[src/rtl/auth_keypad_ctrl_if.sv]
// Keypad authorization bus: key strobes in, status/pulse outputs back.
interface auth_keypad_ctrl_if #(
  parameter int unsigned DIGIT_W = 4,
  parameter int unsigned FAIL_W  = 2
);
  logic [DIGIT_W-1:0] digit;
  logic               digit_valid;
  logic               validate;
  logic               clear;
  logic               prog_en;
  logic               auth_status;
  logic               auth_fail;
  logic               code_updated;
  logic               locked;
  logic [FAIL_W-1:0]  fail_count;

  // Keypad / host side
  modport master (
    output digit, digit_valid, validate, clear, prog_en,
    input  auth_status, auth_fail, code_updated, locked, fail_count
  );

  // Controller side
  modport slave (
    input  digit, digit_valid, validate, clear, prog_en,
    output auth_status, auth_fail, code_updated, locked, fail_count
  );
endinterface

[src/rtl/auth_keypad_ctrl.sv]
// Multi-digit keypad authorization controller with failure lockout,
// idle-entry timeout and in-session code reprogramming.
module auth_keypad_ctrl #(
  parameter int unsigned                    DIGIT_W        = 4,
  parameter int unsigned                    CODE_LEN       = 4,
  parameter logic [DIGIT_W*CODE_LEN-1:0]    DEFAULT_CODE   = 16'h1234,
  parameter int unsigned                    MAX_FAILS      = 3,
  parameter int unsigned                    LOCKOUT_CYCLES = 100,
  parameter int unsigned                    ENTRY_TIMEOUT  = 50
) (
  input  logic               clk,
  input  logic               reset,
  auth_keypad_ctrl_if.slave  bus
);

  localparam int unsigned BUF_W  = DIGIT_W * CODE_LEN;
  localparam int unsigned CNT_W  = $clog2(CODE_LEN + 1);
  localparam int unsigned FAIL_W = $clog2(MAX_FAILS + 1);
  localparam int unsigned LOCK_W = $clog2(LOCKOUT_CYCLES + 1);
  localparam int unsigned TMO_W  = $clog2(ENTRY_TIMEOUT + 1);

  typedef enum logic [1:0] {
    ST_IDLE    = 2'd0,
    ST_ENTRY   = 2'd1,
    ST_GRANTED = 2'd2,
    ST_LOCKED  = 2'd3
  } state_e;

  state_e              state_q, state_d;
  logic [BUF_W-1:0]    code_q, code_d;
  logic [BUF_W-1:0]    buf_q, buf_d;
  logic [CNT_W-1:0]    cnt_q, cnt_d;
  logic                ovf_q, ovf_d;
  logic [FAIL_W-1:0]   fail_q, fail_d;
  logic [TMO_W-1:0]    tmo_q, tmo_d;
  logic [LOCK_W-1:0]   lock_q, lock_d;
  logic                auth_status_q, auth_status_d;
  logic                auth_fail_q, auth_fail_d;
  logic                code_updated_q, code_updated_d;
  logic                locked_q, locked_d;

  logic                entry_full;
  logic                entry_exact;
  logic                match;
  logic [FAIL_W-1:0]   fail_inc;
  logic                reject;
  logic                clr_buf;
  logic                shift_in;

  assign entry_full  = (cnt_q == CNT_W'(CODE_LEN));
  assign entry_exact = entry_full && !ovf_q;
  assign match       = entry_exact && (buf_q == code_q);
  assign fail_inc    = fail_q + FAIL_W'(1);

  // State register and datapath flops
  always_ff @(posedge clk or negedge reset) begin
    if (!reset) begin
      state_q        <= ST_IDLE;
      code_q         <= DEFAULT_CODE;
      buf_q          <= '0;
      cnt_q          <= '0;
      ovf_q          <= 1'b0;
      fail_q         <= '0;
      tmo_q          <= '0;
      lock_q         <= '0;
      auth_status_q  <= 1'b0;
      auth_fail_q    <= 1'b0;
      code_updated_q <= 1'b0;
      locked_q       <= 1'b0;
    end else begin
      state_q        <= state_d;
      code_q         <= code_d;
      buf_q          <= buf_d;
      cnt_q          <= cnt_d;
      ovf_q          <= ovf_d;
      fail_q         <= fail_d;
      tmo_q          <= tmo_d;
      lock_q         <= lock_d;
      auth_status_q  <= auth_status_d;
      auth_fail_q    <= auth_fail_d;
      code_updated_q <= code_updated_d;
      locked_q       <= locked_d;
    end
  end

  // Next-state, entry buffer, counters and output pulses
  always_comb begin
    state_d        = state_q;
    code_d         = code_q;
    buf_d          = buf_q;
    cnt_d          = cnt_q;
    ovf_d          = ovf_q;
    fail_d         = fail_q;
    tmo_d          = tmo_q;
    lock_d         = lock_q;
    auth_fail_d    = 1'b0;
    code_updated_d = 1'b0;
    reject         = 1'b0;
    clr_buf        = 1'b0;
    shift_in       = 1'b0;

    unique case (state_q)
      ST_IDLE: begin
        tmo_d = '0;
        if (bus.clear) begin
          clr_buf = 1'b1;
        end else if (bus.validate) begin
          // An empty entry can never match
          clr_buf = 1'b1;
          reject  = 1'b1;
        end else if (bus.digit_valid) begin
          buf_d   = BUF_W'(bus.digit);
          cnt_d   = CNT_W'(1);
          ovf_d   = 1'b0;
          state_d = ST_ENTRY;
        end
      end

      ST_ENTRY: begin
        if (bus.clear) begin
          clr_buf = 1'b1;
          tmo_d   = '0;
          state_d = ST_IDLE;
        end else if (bus.validate) begin
          clr_buf = 1'b1;
          tmo_d   = '0;
          if (match) begin
            fail_d  = '0;
            state_d = ST_GRANTED;
          end else begin
            reject = 1'b1;
          end
        end else if (bus.digit_valid) begin
          shift_in = 1'b1;
          tmo_d    = '0;
        end else if (tmo_q == TMO_W'(ENTRY_TIMEOUT - 1)) begin
          // Abandoned entry: discard silently, no failure recorded
          clr_buf = 1'b1;
          tmo_d   = '0;
          state_d = ST_IDLE;
        end else begin
          tmo_d = tmo_q + TMO_W'(1);
        end
      end

      ST_GRANTED: begin
        tmo_d = '0;
        if (bus.clear) begin
          clr_buf = 1'b1;
          state_d = ST_IDLE;
        end else if (bus.validate) begin
          clr_buf = 1'b1;
          if (bus.prog_en && entry_exact) begin
            code_d         = buf_q;
            code_updated_d = 1'b1;
          end
        end else if (bus.digit_valid) begin
          shift_in = 1'b1;
        end
      end

      ST_LOCKED: begin
        tmo_d = '0;
        if (lock_q == '0) begin
          fail_d  = '0;
          state_d = ST_IDLE;
        end else begin
          lock_d = lock_q - LOCK_W'(1);
        end
      end

      default: begin
        state_d = ST_IDLE;
      end
    endcase

    // Shift a digit into the LSBs; a digit beyond a full entry flags overflow
    if (shift_in) begin
      buf_d = (buf_q << DIGIT_W) | BUF_W'(bus.digit);
      if (entry_full) begin
        ovf_d = 1'b1;
      end else begin
        cnt_d = cnt_q + CNT_W'(1);
      end
    end

    // Rejected validate: count it and lock out once the limit is reached
    if (reject) begin
      auth_fail_d = 1'b1;
      fail_d      = fail_inc;
      if (fail_inc == FAIL_W'(MAX_FAILS)) begin
        lock_d  = LOCK_W'(LOCKOUT_CYCLES - 1);
        state_d = ST_LOCKED;
      end else begin
        state_d = ST_IDLE;
      end
    end

    if (clr_buf) begin
      buf_d = '0;
      cnt_d = '0;
      ovf_d = 1'b0;
    end

    auth_status_d = (state_d == ST_GRANTED);
    locked_d      = (state_d == ST_LOCKED);
  end

  assign bus.auth_status  = auth_status_q;
  assign bus.auth_fail    = auth_fail_q;
  assign bus.code_updated = code_updated_q;
  assign bus.locked       = locked_q;
  assign bus.fail_count   = fail_q;

endmodule

[src/flat_wrapper.sv]
// flat-port wrapper written by rule: the top's interface ports become plain ports
module auth_keypad_ctrl_flat 
#(
  parameter int unsigned                    DIGIT_W        = 4,
  parameter int unsigned                    CODE_LEN       = 4,
  parameter logic [DIGIT_W*CODE_LEN-1:0]    DEFAULT_CODE   = 16'h1234,
  parameter int unsigned                    MAX_FAILS      = 3,
  parameter int unsigned                    LOCKOUT_CYCLES = 100,
  parameter int unsigned                    ENTRY_TIMEOUT  = 50
)
  (clk, reset, bus_digit, bus_digit_valid, bus_validate, bus_clear, bus_prog_en, bus_auth_status, bus_auth_fail, bus_code_updated, bus_locked, bus_fail_count);
  auth_keypad_ctrl_if #(.DIGIT_W(DIGIT_W), .FAIL_W(2)) bus_i ();
  input  logic clk;
  input  logic reset;
  input wire logic [$bits(bus_i.digit)-1:0] bus_digit;
  input wire logic [$bits(bus_i.digit_valid)-1:0] bus_digit_valid;
  input wire logic [$bits(bus_i.validate)-1:0] bus_validate;
  input wire logic [$bits(bus_i.clear)-1:0] bus_clear;
  input wire logic [$bits(bus_i.prog_en)-1:0] bus_prog_en;
  output wire logic [$bits(bus_i.auth_status)-1:0] bus_auth_status;
  output wire logic [$bits(bus_i.auth_fail)-1:0] bus_auth_fail;
  output wire logic [$bits(bus_i.code_updated)-1:0] bus_code_updated;
  output wire logic [$bits(bus_i.locked)-1:0] bus_locked;
  output wire logic [$bits(bus_i.fail_count)-1:0] bus_fail_count;
  assign bus_i.digit = bus_digit;
  assign bus_i.digit_valid = bus_digit_valid;
  assign bus_i.validate = bus_validate;
  assign bus_i.clear = bus_clear;
  assign bus_i.prog_en = bus_prog_en;
  assign bus_auth_status = bus_i.auth_status;
  assign bus_auth_fail = bus_i.auth_fail;
  assign bus_code_updated = bus_i.code_updated;
  assign bus_locked = bus_i.locked;
  assign bus_fail_count = bus_i.fail_count;
  auth_keypad_ctrl #(.DIGIT_W(DIGIT_W), .CODE_LEN(CODE_LEN), .DEFAULT_CODE(DEFAULT_CODE), .MAX_FAILS(MAX_FAILS), .LOCKOUT_CYCLES(LOCKOUT_CYCLES), .ENTRY_TIMEOUT(ENTRY_TIMEOUT)) u_core (.clk(clk), .reset(reset), .bus(bus_i));
endmodule
[config.mk]
export PLATFORM = sky130hd
export DESIGN_NAME = auth_keypad_ctrl_flat
export DESIGN_NICKNAME = d
export VERILOG_FILES = /design/src/rtl/auth_keypad_ctrl_if.sv /design/src/rtl/auth_keypad_ctrl.sv /design/src/flat_wrapper.sv
export SDC_FILE = /design/constraint.sdc
export NUM_CORES = 1
export LEC_CHECK = 0
export ABC_AREA = 0
export CAP_MARGIN = 10
export CORE_MARGIN = 2
export CORE_UTILIZATION = 63
export CTS_BUF_LIST = sky130_fd_sc_hd__clkbuf_8 sky130_fd_sc_hd__clkbuf_16
export DETAILED_ROUTE_END_ITERATION = 8
export PLACE_DENSITY = 0.95
export SLEW_MARGIN = 20
export SYNTH_ARGS = -nofsm -noshare
export SYNTH_HDL_FRONTEND = slang
export SYNTH_SLANG_ARGS = --single-unit
export TNS_END_PERCENT = 5
[constraint.sdc]
create_clock -name clk -period 3.5 [get_ports clk]
set_input_delay 0.525 -clock clk [delete_from_list [all_inputs] [get_ports clk]]
set_output_delay 0.525 -clock clk [all_outputs]
set_load 0.005 [all_outputs]
==> results.md, run 1 <==
- The routability congestion estimate is 0.918.
- The cell type of the slowest stage on the worst timing path is sky130_fd_sc_hd__or4_4.
- For this design the top-level I/O count stands at 16.
- Counting flops with a built-in enable in the synthesized netlist gives 0.
- After clock tree synthesis, the clock-pin slew on the worst setup and hold paths is 0.06 ns.
- The minimum setup slack after placement is 0.736 ns.
- Of the total power, registers draw 0.558.
- The library cell used as clock root buffer is sky130_fd_sc_hd__clkbuf_8.
- Buffers inserted during clock tree synthesis total 9.
- The critical path data arrival time is 2.65 ns.
- In this run, synthesis produced a sequential element count of 57.
- The clock drives 57 sinks.
- Counting I/O delays and the setup requirement, the final critical path takes 2.43 ns.
- The clock power share is 0.416.
- The startpoint identified for the worst register-to-register timing path is u_core.code_q[2].
- The sort of element at the start of the critical path is an input pin.
- The compound-gate portion of the synthesized area came to 0.109.
- The number of optimization iterations in the first detailed-route pass is 4.
- The ratio of cells with drive above 1 in the final layout is 0.170.
- Hold repair after CTS inserted 0 buffers.
- Entering global routing, the biggest net connects 34 pins.
- The detail route stage leaves a number of antenna-violating nets equal to 0.
- The share of the synthesized netlist area taken by xor and xnor gates is 0.0790.
- The peak clock frequency supported by timing is 0.412 GHz.
- The worst vdd rail ir drop is 0.259 mV.
- In the detailed route, the total length drawn on met2 is 2.67 mm.
- The number of buffer cells added on primary ports is 15.
- The die covers 0.00495 mm^2.
- The number of antenna violations at the first check in global routing is 0.
- For this run, the slowest stage of the critical path takes 0.52 ns.
- The run finished with clean final reports.
- The uppermost layer routed is met4.
- The chip width is 70.3 um.
- Setup repair after global routing left no endpoint under its margin.
- The cell type contributing the most total cell area after synthesis is sky130_fd_sc_hd__dfrtp_1.
- The dominant combinational cell family by area after synthesis is simple AND/OR/NAND/NOR gates.
- The number of global-route vias before repair is 1,910.
- The netlist uses 39 different library cells.
- In the routed layout, each cell is associated on average with a via count of 6.02.
- In this run the power density over the cells is 378 mW/mm^2.
- Once placement completed, the tool counted placed cells totaling 313.
- TritonCTS built the clock tree.
- The remaining global-route overflow is 0.
- The share of the Yosys chip area taken by registers is 0.517.
- Of the total synthesized cell area, the portion taken by AND, OR, NAND and NOR gates is 0.135.
- The placed wire-length estimate is 3.57 mm.
- The final route contains 1,974 vias.
- The most common cell after layout, fill and taps aside is sky130_fd_sc_hd__dfrtp_1.
- The synthesized netlist net count is 270.
- The power dissipated by switching net loads is 0.269 mW.
- The region available for standard cell placement spans 0.00429 mm^2.
- The commonest register cell after synthesis is sky130_fd_sc_hd__dfrtp_1.
- Sorting the synthesized cells by area gives the leading types as sky130_fd_sc_hd__dfrtp_1, sky130_fd_sc_hd__mux2_2, sky130_fd_sc_hd__xnor2_1.
- For this run, the post-layout net count is 293.
- The area added between synthesis and finish is 12.8%.
- The portion of netlist area occupied by mux cells is 0.0835.
- For this design the static power due to leakage is 1.46 nW.
- The first global-routing pass estimated 9.05 mm of wire.
- The combined area of all synthesized cells is 0.00277 mm^2.
- The fraction of registers with async set or reset after synthesis is 1.00.
- The floorplan row count is 24.
- Of the post-synthesis cell area, the dominant cell type holds 0.470.
- The internal power component is 0.913 mW.
- The part of the cycle the worst path needs is 0.693.
- 0 antenna diodes ended up in the layout.
- The tool flagged a number of max-cap violations equal to 0.
- The launch point of the worst path is bus_digit_valid.
- The clock reaches the later pin of the worst-skew pair after 0.34 ns.
- The finished layout holds 328 standard cells, fillers aside.
- The global-route usage over all layers is 0.240.
- The first routing iteration left 107 violations.
- The buffer levels on the longest clock path is 2.
- After routing, the total negative slack on setup checks comes to 0 ns.
- The cell count after synthesis is 249.
- Counting cells, the worst reg-to-reg path comes to 6.
- Leaving out fill and tap cells, the most frequent cells in the layout are sky130_fd_sc_hd__dfrtp_1, sky130_fd_sc_hd__nor2_1, sky130_fd_sc_hd__nand2_1, sky130_fd_sc_hd__xnor2_1, sky130_fd_sc_hd__mux2_2.
- The synthesized area per cell is 11.1 um^2.
- The initial utilization of the core area, before any placement, comes to 0.645.
- The critical path goes through clkdlybuf4s50_1 > or4_4 > or3_4 > a21oi_4 > nor3_2 > a22o_1.
- The critical setup path kind is input pin to register.
- The vertical die dimension is 70.3 um.
- The tightest slew margin relative to the limit is 0.479.
- The number of synthesis warnings is 0.
- The core utilization of the finished layout is 0.728.
- The required time of the critical path is 3.72 ns.
- Of the total power, the share spent switching nets is 0.228.
- After detailed routing, the wire length on met1 is 2.34 mm.
- The count of final hold-check violations came to 0.
- The share of total power dissipated in combinational logic is 0.025.
- The met3 routed wirelength is 213 um.
- After clock tree synthesis, the setup repair step added 0 buffers.
- The post-route clock skew is 0.00572 ns.
- The total count of max-transition violations in the final report was 0.
- In the post-route analysis, the smallest setup slack over all paths is 1.07 ns.
- The setup slack of the most critical reg-to-reg path is 1.08 ns.
- Of all nets on the critical path, the largest fanout is 12.
- The endpoint of the worst setup timing path is u_core.buf_q[4].
- The H-tree generated during clock tree synthesis spans 3 levels.
- The slew at the pin with the worst max-slew slack is 0.777 ns.
- The number of gates given a new drive strength after cts is 0.
- The wire length reported by the detailed router is 5.37 mm.
- The number of setup violations in the final report is 0.
- The kind of end point of the critical path is a register.
- The critical register-to-register path endpoint is u_core.state_q[0].
- In this run the worst hold path is classified as input pin to asynchronous set/reset pin.
- For this run, design rule violations remaining after detail routing come to 0.
- The wire length per cell is 16.4 um.
- Of the total synthesized cell area, the portion taken by full adders, half adders and majority gates is 0.0497.
## how the worst min path moves through the flow
stage / endpoint / slack (ns)
6_report: u_core.tmo_q[1] / 0.24
5_1_grt: u_core.buf_q[13] / 0.30
4_1_cts: u_core.buf_q[11] / 0.26
3_5_place_dp: u_core.tmo_q[0] / 0.49
3_3_place_gp: u_core.tmo_q[0] / 0.48
2_1_floorplan: u_core.buf_q[0] / 0.23
## worst max-delay path: cells and delay by family
family | cells | cell delay (ns)
and+or+nand+nor | 3 | 1.07
AOI/OAI and AO/OA | 2 | 0.55
buffers and inverters | 1 | 0.50
## synth_stat cells (2+ instances only)
master,number
sky130_fd_sc_hd__nand3b_1,2
sky130_fd_sc_hd__a21oi_1,6
sky130_fd_sc_hd__nand4_1,2
sky130_fd_sc_hd__nand3_1,12
sky130_fd_sc_hd__a22o_1,12
sky130_fd_sc_hd__a31o_2,2
sky130_fd_sc_hd__o21ai_0,8
sky130_fd_sc_hd__a211oi_1,3
sky130_fd_sc_hd__dfrtp_1,52
sky130_fd_sc_hd__nand2b_1,3
sky130_fd_sc_hd__o211ai_1,3
sky130_fd_sc_hd__xnor2_1,18
sky130_fd_sc_hd__nor2_1,21
sky130_fd_sc_hd__ha_1,11
sky130_fd_sc_hd__nand2_1,18
sky130_fd_sc_hd__nor4_1,3
sky130_fd_sc_hd__dfstp_2,5
sky130_fd_sc_hd__mux2i_1,4
sky130_fd_sc_hd__mux2_2,17
sky130_fd_sc_hd__nor3_1,6
sky130_fd_sc_hd__inv_1,12
sky130_fd_sc_hd__and3_1,3
sky130_fd_sc_hd__xor2_1,7
sky130_fd_sc_hd__clkbuf_1,4
## cell families (layout without fill, tap and decap cells)
logic type | count (synthesis) | in the layout
xor gates and xnor gates | 25 | 25
DFF | 57 | 57
and+or+nand+nor | 76 | 76
muxes | 21 | 21
adders and majority gates | 11 | 11
AOI/OAI and AO/OA | 41 | 41
buffers and inverters | 18 | 45
## state kept, by name (all words and copies together), names as in the netlist
register                 cells
u_core.buf_q                16
u_core.code_q               16
u_core.lock_q                7
u_core.tmo_q                 6
u_core.cnt_q                 3
u_core.bus.fail_count        2
u_core.state_q               2
u_core.bus.auth_fail         1
u_core.bus.auth_status       1
u_core.bus.code_updated      1
u_core.bus.locked            1
u_core.ovf_q                 1
## cell type report
cell class / count / area (um^2)
Sequential cell: 57 / 1430
Tap cell: 52 / 65.1
Timing Repair Buffer: 18 / 168
Clock buffer: 9 / 124
Multi-Input combinational cell: 174 / 1260
Fill cell: 286 / 1170
Clock inverter: 6 / 28.8
Inverter: 12 / 45.0
## power by group through the flow
| stage | Clock, mW | Combinational [mW] | Sequential, mW |
|---|---|---|---|
| global placement | 0 | 0.0302 | 0.672 |
| CTS | 0.500 | 0.0310 | 0.660 |
| floorplan | 0 | 0.00428 | 0.672 |
| detailed placement | 0 | 0.0308 | 0.672 |
| global route | 0.526 | 0.0343 | 0.660 |
| finish | 0.492 | 0.0299 | 0.660 |
## per-stage QoR
step	hold slack, ns	instance area [um^2]	power (mW)
global route	0.297	3130	1.22
floorplan	0.229	2770	0.676
detailed placement	0.492	2970	0.703
CTS	0.256	3130	1.19
finish	0.236	3130	1.18
global placement	0.480	2970	0.702
## metal layers
metal | global-route usage | vias to the layer above
li1 | - | 925
met1 | 0.320 | 981
met2 | 0.370 | 56
met3 | 0.0447 | 12
met4 | 0.132 | 0
met5 | 0 | -
No activity file was read; power rests on OpenSTA's default activity.
==> run 2: changes to the inputs <==
- CORE_UTILIZATION: 63 -> 59
- PLACE_DENSITY: 0.95 -> 0.91
- clock period: 3.5 -> 2.3 ns (I/O delays scaled with it)
==> run 2 against run 1 <==
Against the previous run: combinational power is 76% higher; sequential cell count unchanged; cell area is 3.8% higher; critical path type is now register to register; non-clock buffer count is 11 higher; count of clock-buffer cells in the layout grew 3; utilization rose by 0.19 points; clock power rose by 73%.
==> results.md, run 2 (synthesis results as in run 1) <==
- The kind of end point of the critical path is a register.
- The number of antenna violations at the first check in global routing is 0 (unchanged).
- The top cell types in the final layout, fill and taps aside, are sky130_fd_sc_hd__dfrtp_1, sky130_fd_sc_hd__nor2_1, sky130_fd_sc_hd__nand2_1, sky130_fd_sc_hd__xnor2_1, sky130_fd_sc_hd__mux2_2.
- The worst hold slack across all endpoints came to 0.415 ns (+0.179 ns).
- The tightest slew margin relative to the limit is 0.492 (+0.0130).
- The slew at the pin with the worst max-slew slack is 0.758 ns (-0.0194 ns).
- The global routing's busiest layer is met2.
- The count of vias placed by the detailed router is 1,960 (-0.71%).
- The count of pins on the block boundary is 16 (unchanged).
- The worst-path maximum fanout is 12 (unchanged).
- The maximum level of the CTS H-tree is 3 (unchanged).
- The buffer levels on the longest clock path was 2 (unchanged).
- The pin count of the biggest net entering global routing was 28 (-18%).
- The clock transition at the registers of the reported paths came to 0.06 ns (about the same).
- The fraction of met2 tracks used by global routing is 0.339 (-0.0306).
- The area growth from synthesis to layout is 17.0%.
- The worst hold path class is input pin to asynchronous set/reset pin.
- The proportion of power drawn by flip-flops and latches is 0.527 (-0.031).
- The number of routed nets with antenna violations is 0 (unchanged).
- The post-route clock skew was 0.00729 ns (+0.00157 ns).
- The vertical die dimension is 72.5 um (+3.1%).
- The clock power share is 0.445 (+0.029).
- The power dissipated by switching net loads is 0.411 mW (+53%).
- The global-route wire length before repair came to 8.89 mm (-1.7%).
- The antenna diode count is 0 (unchanged).
- The ratio of cells with drive above 1 in the final layout came to 0.198 (+0.0276).
- The number of sinks driven by the clock tree is 57 (unchanged).
- The placed wire-length estimate was 3.69 mm (+3.1%).
- The remaining global-route overflow is 0 (unchanged).
- The number of DRC markers after the initial detailed-route iteration is 81 (-24%).
- The required time of the critical path came to 2.56 ns (-1.16 ns).
- The count of max-cap constraint violations is 0 (unchanged).
- The worst vdd rail ir drop is 0.441 mV (+70%).
- The number of global-route vias before repair is 1,917 (+0.37%).
- The wire length per cell was 15.4 um (-6.1%).
- The power per standard cell area is 588 mW/mm^2 (+55%).
- Leaving out fill and tap cells, the most frequent cell in the layout is sky130_fd_sc_hd__dfrtp_1.
- The number of optimization iterations in the first detailed-route pass is 5 (+1).
- The global-route usage over all layers was 0.227 (-0.0132).
- The leakage power total came to 1.53 nW (+4.5%).
- The tree is rooted in a sky130_fd_sc_hd__clkbuf_8.
- The clock tree from TritonCTS is yes.
- The critical setup path kind is register to register.
- The clock period could shrink to 2.15 ns.
- The relative contribution of combinational cells to total power is 0.028 (+0.003).
- The met1 track utilization from global routing was 0.300 (-0.0199).
- The part of the cycle the worst path needs is 0.937.
- Setup repair after global routing left no endpoint under its margin.
- The total DRC errors in the routed layout is 0 (unchanged).
- The number of CTS-inserted buffers is 9 (unchanged).
- Based on the critical path, the design can be clocked at up to 0.464 GHz.
- The switching power as a share of total power is 0.216 (-0.0119).
- The internal power component is 1.49 mW (+64%).
- The flow ran to the end, and the final reports show no timing, DRC or antenna violations.
- The net total in the final layout is 304 (+3.8%).
- The initial standard-cell utilization of the core is 0.624 (-0.0218).
- The total negative slack came to 0 ns (unchanged).
- The insertion delay to the later sink of the worst-skew pair is 0.33 ns (about the same).
- The die outline area came to 0.00526 mm^2 (+6.4%).
- The met3 track utilization from global routing came to 0.0444 (-0.000289).
- STA classifies the critical path startpoint as a register.
- The number of setup violations in the final report is 0 (unchanged).
- The critical path data arrival time is 2.41 ns (-0.24 ns).
- The largest registers in the layout are u_core.buf_q x16, u_core.code_q x16, u_core.lock_q x7.
- The routability congestion estimate came to 1.02 (+11%).
- The total count of max-transition violations in the final report came to 0 (unchanged).
- The count of final hold-check violations is 0 (unchanged).
- The chip width is 72.5 um (+3.1%).
- The floorplan row count is 24 (unchanged).
- The core area is 0.00444 mm^2 (+3.5%).
- The number of buffer cells added on primary ports is 15 (unchanged).
- The vias per cell is 5.76 (-4.2%).
- The number of gates given a new drive strength after cts is 0 (unchanged).
- The wire length reported by the detailed router is 5.22 mm (-2.7%).
## run 2: cell count changes in the layout (fill, tap and decap cells not counted), sizes merged
| cell | change |
|---|---|
| clkinvlp | +1 |
| clkinv | -4 |
| buf | +10 |
| clkbuf | +3 |
| dlygate4sd3 | +1 |
| inv | +1 |
## run 2: per-layer routing
layer  vias up  share of wire
li1        947              -
met1       957           0.47
met2        43           0.47
met3        13          0.039
met4         0          0.024
met5         -              0
## run 2: stage by stage
step	util	setup slack [ns]	instances	power, mW	area, um^2
finish	0.730	0.146	340	1.91	3240
global placement	0.686	0.0766	323	1.07	3050
detailed placement	0.686	0.0334	323	1.07	3050
floorplan	-	0.172	249	1.03	2770
CTS	0.730	0.171	340	1.92	3240
global route	0.730	0.0244	340	1.97	3240
## run 2: final cells by class
class | count | area [um^2]
Sequential cell | 57 | 1430
Tap cell | 52 | 65.1
Inverter | 12 | 45.0
Multi-Input combinational cell | 174 | 1260
Timing Repair Buffer | 29 | 253
Clock buffer | 12 | 165
Fill cell | 302 | 1200
Clock inverter | 4 | 20.0
## run 2: power groups by stage
stage               Sequential, mW  Clock (mW)  Combinational, mW
finish                        1.00       0.849             0.0526
global route                  1.00       0.903             0.0605
CTS                           1.00       0.858             0.0538
detailed placement            1.02           0             0.0524
global placement              1.02           0             0.0506
floorplan                     1.02           0            0.00651
## run 2: worst paths after layout
kind / from / to / slack, ns / cells past startpoint
setup / recovery: u_core.state_q[1] / u_core.buf_q[6] / 0.15 / 6
hold / removal: reset / u_core.code_q[11] / 0.42 / 2
setup reg to reg: u_core.state_q[1] / u_core.buf_q[6] / 0.15 / 6
hold reg to reg: u_core.tmo_q[0] / u_core.tmo_q[0] / 0.49 / 1
max in group asynchronous: reset / u_core.code_q[12] / 1.21 / 3
min in group clk: u_core.tmo_q[0] / u_core.tmo_q[0] / 0.49 / 1
## run 2: worst max-delay path, stage by stage (launching register included)
cell,delay (ns)
sky130_fd_sc_hd__dfrtp_1,0.42
sky130_fd_sc_hd__inv_1,0.15
sky130_fd_sc_hd__ha_1,0.35
sky130_fd_sc_hd__or3_4,0.20
sky130_fd_sc_hd__a21oi_4,0.06
sky130_fd_sc_hd__nor3_2,0.64
sky130_fd_sc_hd__a22o_1,0.26
## run 2: timing repair
action,CTS,global route
endpoints found under the setup margin,0,0
setup buffers,0,0
endpoints found under the hold margin,9,0
hold buffers,1,0
==> run 3: changes to the inputs <==
- CORE_MARGIN: 2 -> default
- CTS_CLUSTER_SIZE: default -> 25
==> run 3 against run 2 <==
Against the previous run: the flow now finishes with violations (DRC); critical path depth unchanged; non-clock buffer count unchanged; combinational power grew 4.0%; sequential cell count stayed put; fmax grew 2.5%; register-to-register slack better by 0.05 ns; global-route usage is 0.89 points higher; total power down 1.6%; critical path type unchanged; critical endpoint is now u_core.buf_q[9]; highest routed layer unchanged.
==> results.md, run 3 (synthesis results as in run 1) <==
- The critical path data arrival time is 2.36 ns (-0.05 ns).
- The wire length per cell is 14.9 um (-3.3%).
- The pin count of the biggest net entering global routing is 37 (+32%).
- The count of vias placed by the detailed router is 1,970 (+0.51%).
- The maximum level of the CTS H-tree is 3 (unchanged).
- The total negative slack is 0 ns (unchanged).
- STA classifies the critical path endpoint as a register.
- The number of CTS-inserted buffers is 9 (unchanged).
- The number of DRC markers after the initial detailed-route iteration is 150 (+85%).
- Setup repair after global routing left no endpoint under its margin.
- The total count of max-transition violations in the final report is 0 (unchanged).
- The flow ran to the end, but the final reports show violations.
- STA classifies the critical path startpoint as a register.
- The global-route wire length before repair is 9.00 mm (+1.2%).
- The die outline area is 0.00498 mm^2 (-5.4%).
- The tightest min-delay check is of the register to register type.
- The remaining global-route overflow came to 0 (unchanged).
- The vias per cell came to 5.79 (+0.51%).
- The leakage power total is 1.53 nW (+0.38%).
- The required time of the critical path is 2.56 ns (about the same).
- The count of pins on the block boundary is 16 (unchanged).
- The final reports fail on DRC.
- Leaving out fill and tap cells, the most frequent cells in the layout are sky130_fd_sc_hd__dfrtp_1, sky130_fd_sc_hd__nor2_1, sky130_fd_sc_hd__nand2_1, sky130_fd_sc_hd__xnor2_1, sky130_fd_sc_hd__mux2_2.
- The clock transition at the registers of the reported paths came to 0.07 ns (about the same).
- The post-CTS setup buffer count is 0 (unchanged).
- The tightest slew margin relative to the limit is 0.506 (+0.0142).
- The slew at the pin with the worst max-slew slack came to 0.737 ns (-0.0211 ns).
- The critical setup path kind is register to register.
- Walking the worst path, the cells encountered are inv_1 > ha_1 > or3_4 > a21oi_4 > nor3_2 > a22o_1.
- The area added between synthesis and finish is 17.6%.
- The clock tree from TritonCTS is yes.
- The placed wire-length estimate is 3.52 mm (-4.6%).
- The floorplan row count came to 24 (unchanged).
- The chip width is 70.5 um (-2.8%).
- The wire length reported by the detailed router is 5.05 mm (-3.3%).
- The total placed cells including tap cells came to 323 (unchanged).
- The ratio of cells with drive above 1 in the final layout is 0.194 (-0.00347).
- The power per standard cell area came to 576 mW/mm^2 (-2.0%).
- The biggest cell delay along the critical path is 0.62 ns (-0.02 ns).
- The number of setup violations in the final report came to 0 (unchanged).
- The number of buffer cells added on primary ports was 15 (unchanged).
- The initial standard-cell utilization of the core is 0.624 (unchanged).
- Leaving out fill and tap cells, the most frequent cell in the layout is sky130_fd_sc_hd__dfrtp_1.
- The net total in the final layout is 304 (unchanged).
- The library cell used as clock root buffer is sky130_fd_sc_hd__clkbuf_8.
- The count of max-cap constraint violations came to 0 (unchanged).
- The peak clock frequency supported by timing is 0.476 GHz (+2.5%).
- The number of global-route vias before repair came to 1,976 (+3.1%).
- The area used by multi-input combinational logic is 0.00126 mm^2 (unchanged).
- The sequential cell area is 0.00143 mm^2 (unchanged).
- The worst-path maximum fanout is 12 (unchanged).
- The routability congestion estimate came to 1.01 (-0.70%).
- The largest registers in the layout are u_core.buf_q x16, u_core.code_q x16, u_core.lock_q x7.
- The insertion delay to the later sink of the worst-skew pair was 0.33 ns (about the same).
- The number of standard cells in the layout, taps in and fillers out is 340 (unchanged).
- The clock period minus worst slack is 2.10 ns (-0.0517 ns).
- The post-route clock skew is 0.00780 ns (+0.000512 ns).
- The core area is 0.00444 mm^2 (unchanged).
- The worst vdd rail ir drop came to 0.470 mV (+6.8%).
- The number of sinks driven by the clock tree came to 57 (unchanged).
- The number of optimization iterations in the first detailed-route pass was 6 (+1).
- The number of routed nets with antenna violations was 0 (unchanged).
- The total DRC errors in the routed layout is 2 (+2).
- The count of final hold-check violations is 0 (unchanged).
- The number of antenna violations at the first check in global routing is 0 (unchanged).
- The part of the cycle the worst path needs came to 0.914 (-0.0225).
- The buffer levels on the longest clock path is 2 (unchanged).
- The vertical die dimension is 70.5 um (-2.8%).
- The global-route usage over all layers is 0.236 (+0.00890).
- The antenna diode count came to 0 (unchanged).
- The cell type of the slowest stage on the worst timing path is sky130_fd_sc_hd__nor3_2.
- The fill cell instance count of the final layout is 318 (+5.3%).
## run 3: final timing paths
| kind | from | to | slack, ns | cells past startpoint |
|---|---|---|---|---|
| setup / recovery | u_core.state_q[0] | u_core.buf_q[9] | 0.20 | 6 |
| hold / removal | u_core.tmo_q[0] | u_core.tmo_q[0] | 0.49 | 1 |
| setup reg to reg | u_core.state_q[0] | u_core.buf_q[9] | 0.20 | 6 |
| hold reg to reg | u_core.tmo_q[0] | u_core.tmo_q[0] | 0.49 | 1 |
| max in group asynchronous | reset | u_core.code_q[9] | 1.12 | 3 |
| min in group asynchronous | reset | u_core.tmo_q[1] | 0.54 | 2 |
## run 3: cell type report
type | count | area share
Multi-Input combinational cell | 174 | 0.387
Clock buffer | 11 | 0.0465
Inverter | 12 | 0.0138
Tap cell | 52 | 0.0200
Sequential cell | 57 | 0.440
Clock inverter | 5 | 0.00730
Timing Repair Buffer | 29 | 0.0853
## run 3: layer usage
| layer | routed length, um | GRT usage |
|---|---|---|
| met5 | 0 | 0 |
| met3 | 155 | 0.0484 |
| met4 | 109 | 0.129 |
| met1 | 2410 | 0.323 |
| met2 | 2380 | 0.356 |
## run 3: through the flow
| stage | power (mW) | util | hold slack, ns | instance area, um^2 | worst slack [ns] |
|---|---|---|---|---|---|
| after detailed placement | 1.08 | 0.691 | 0.349 | 3070 | 0.0488 |
| after floorplan | 1.03 | - | 0.0494 | 2770 | 0.172 |
| after global placement | 1.08 | 0.691 | 0.341 | 3070 | 0.0775 |
| after global routing | 1.94 | 0.733 | 0.513 | 3260 | 0.0669 |
| after CTS | 1.89 | 0.733 | 0.491 | 3260 | 0.210 |
| final | 1.88 | 0.733 | 0.490 | 3260 | 0.198 |
## run 3: repair_timing
| item | CTS | global route |
|---|---|---|
| endpoints found under the hold margin | 21 | 0 |
| hold buffers | 1 | 0 |
| gates resized for setup | 0 | 0 |
## run 3: critical path: cells and delay by family (launching register included)
family          cells  cell delay (ns)
buf+inv             1             0.15
simple gates        2             0.82
flops               1             0.41
compound gates      2             0.31
fa+ha+maj           1             0.34
## run 3: power by group
part	internal (mW)	leakage, nW	switching (mW)
Clock	0.436	0.0991	0.381
Combinational	0.0240	0.692	0.0307
Sequential	1.00	0.742	0.000353
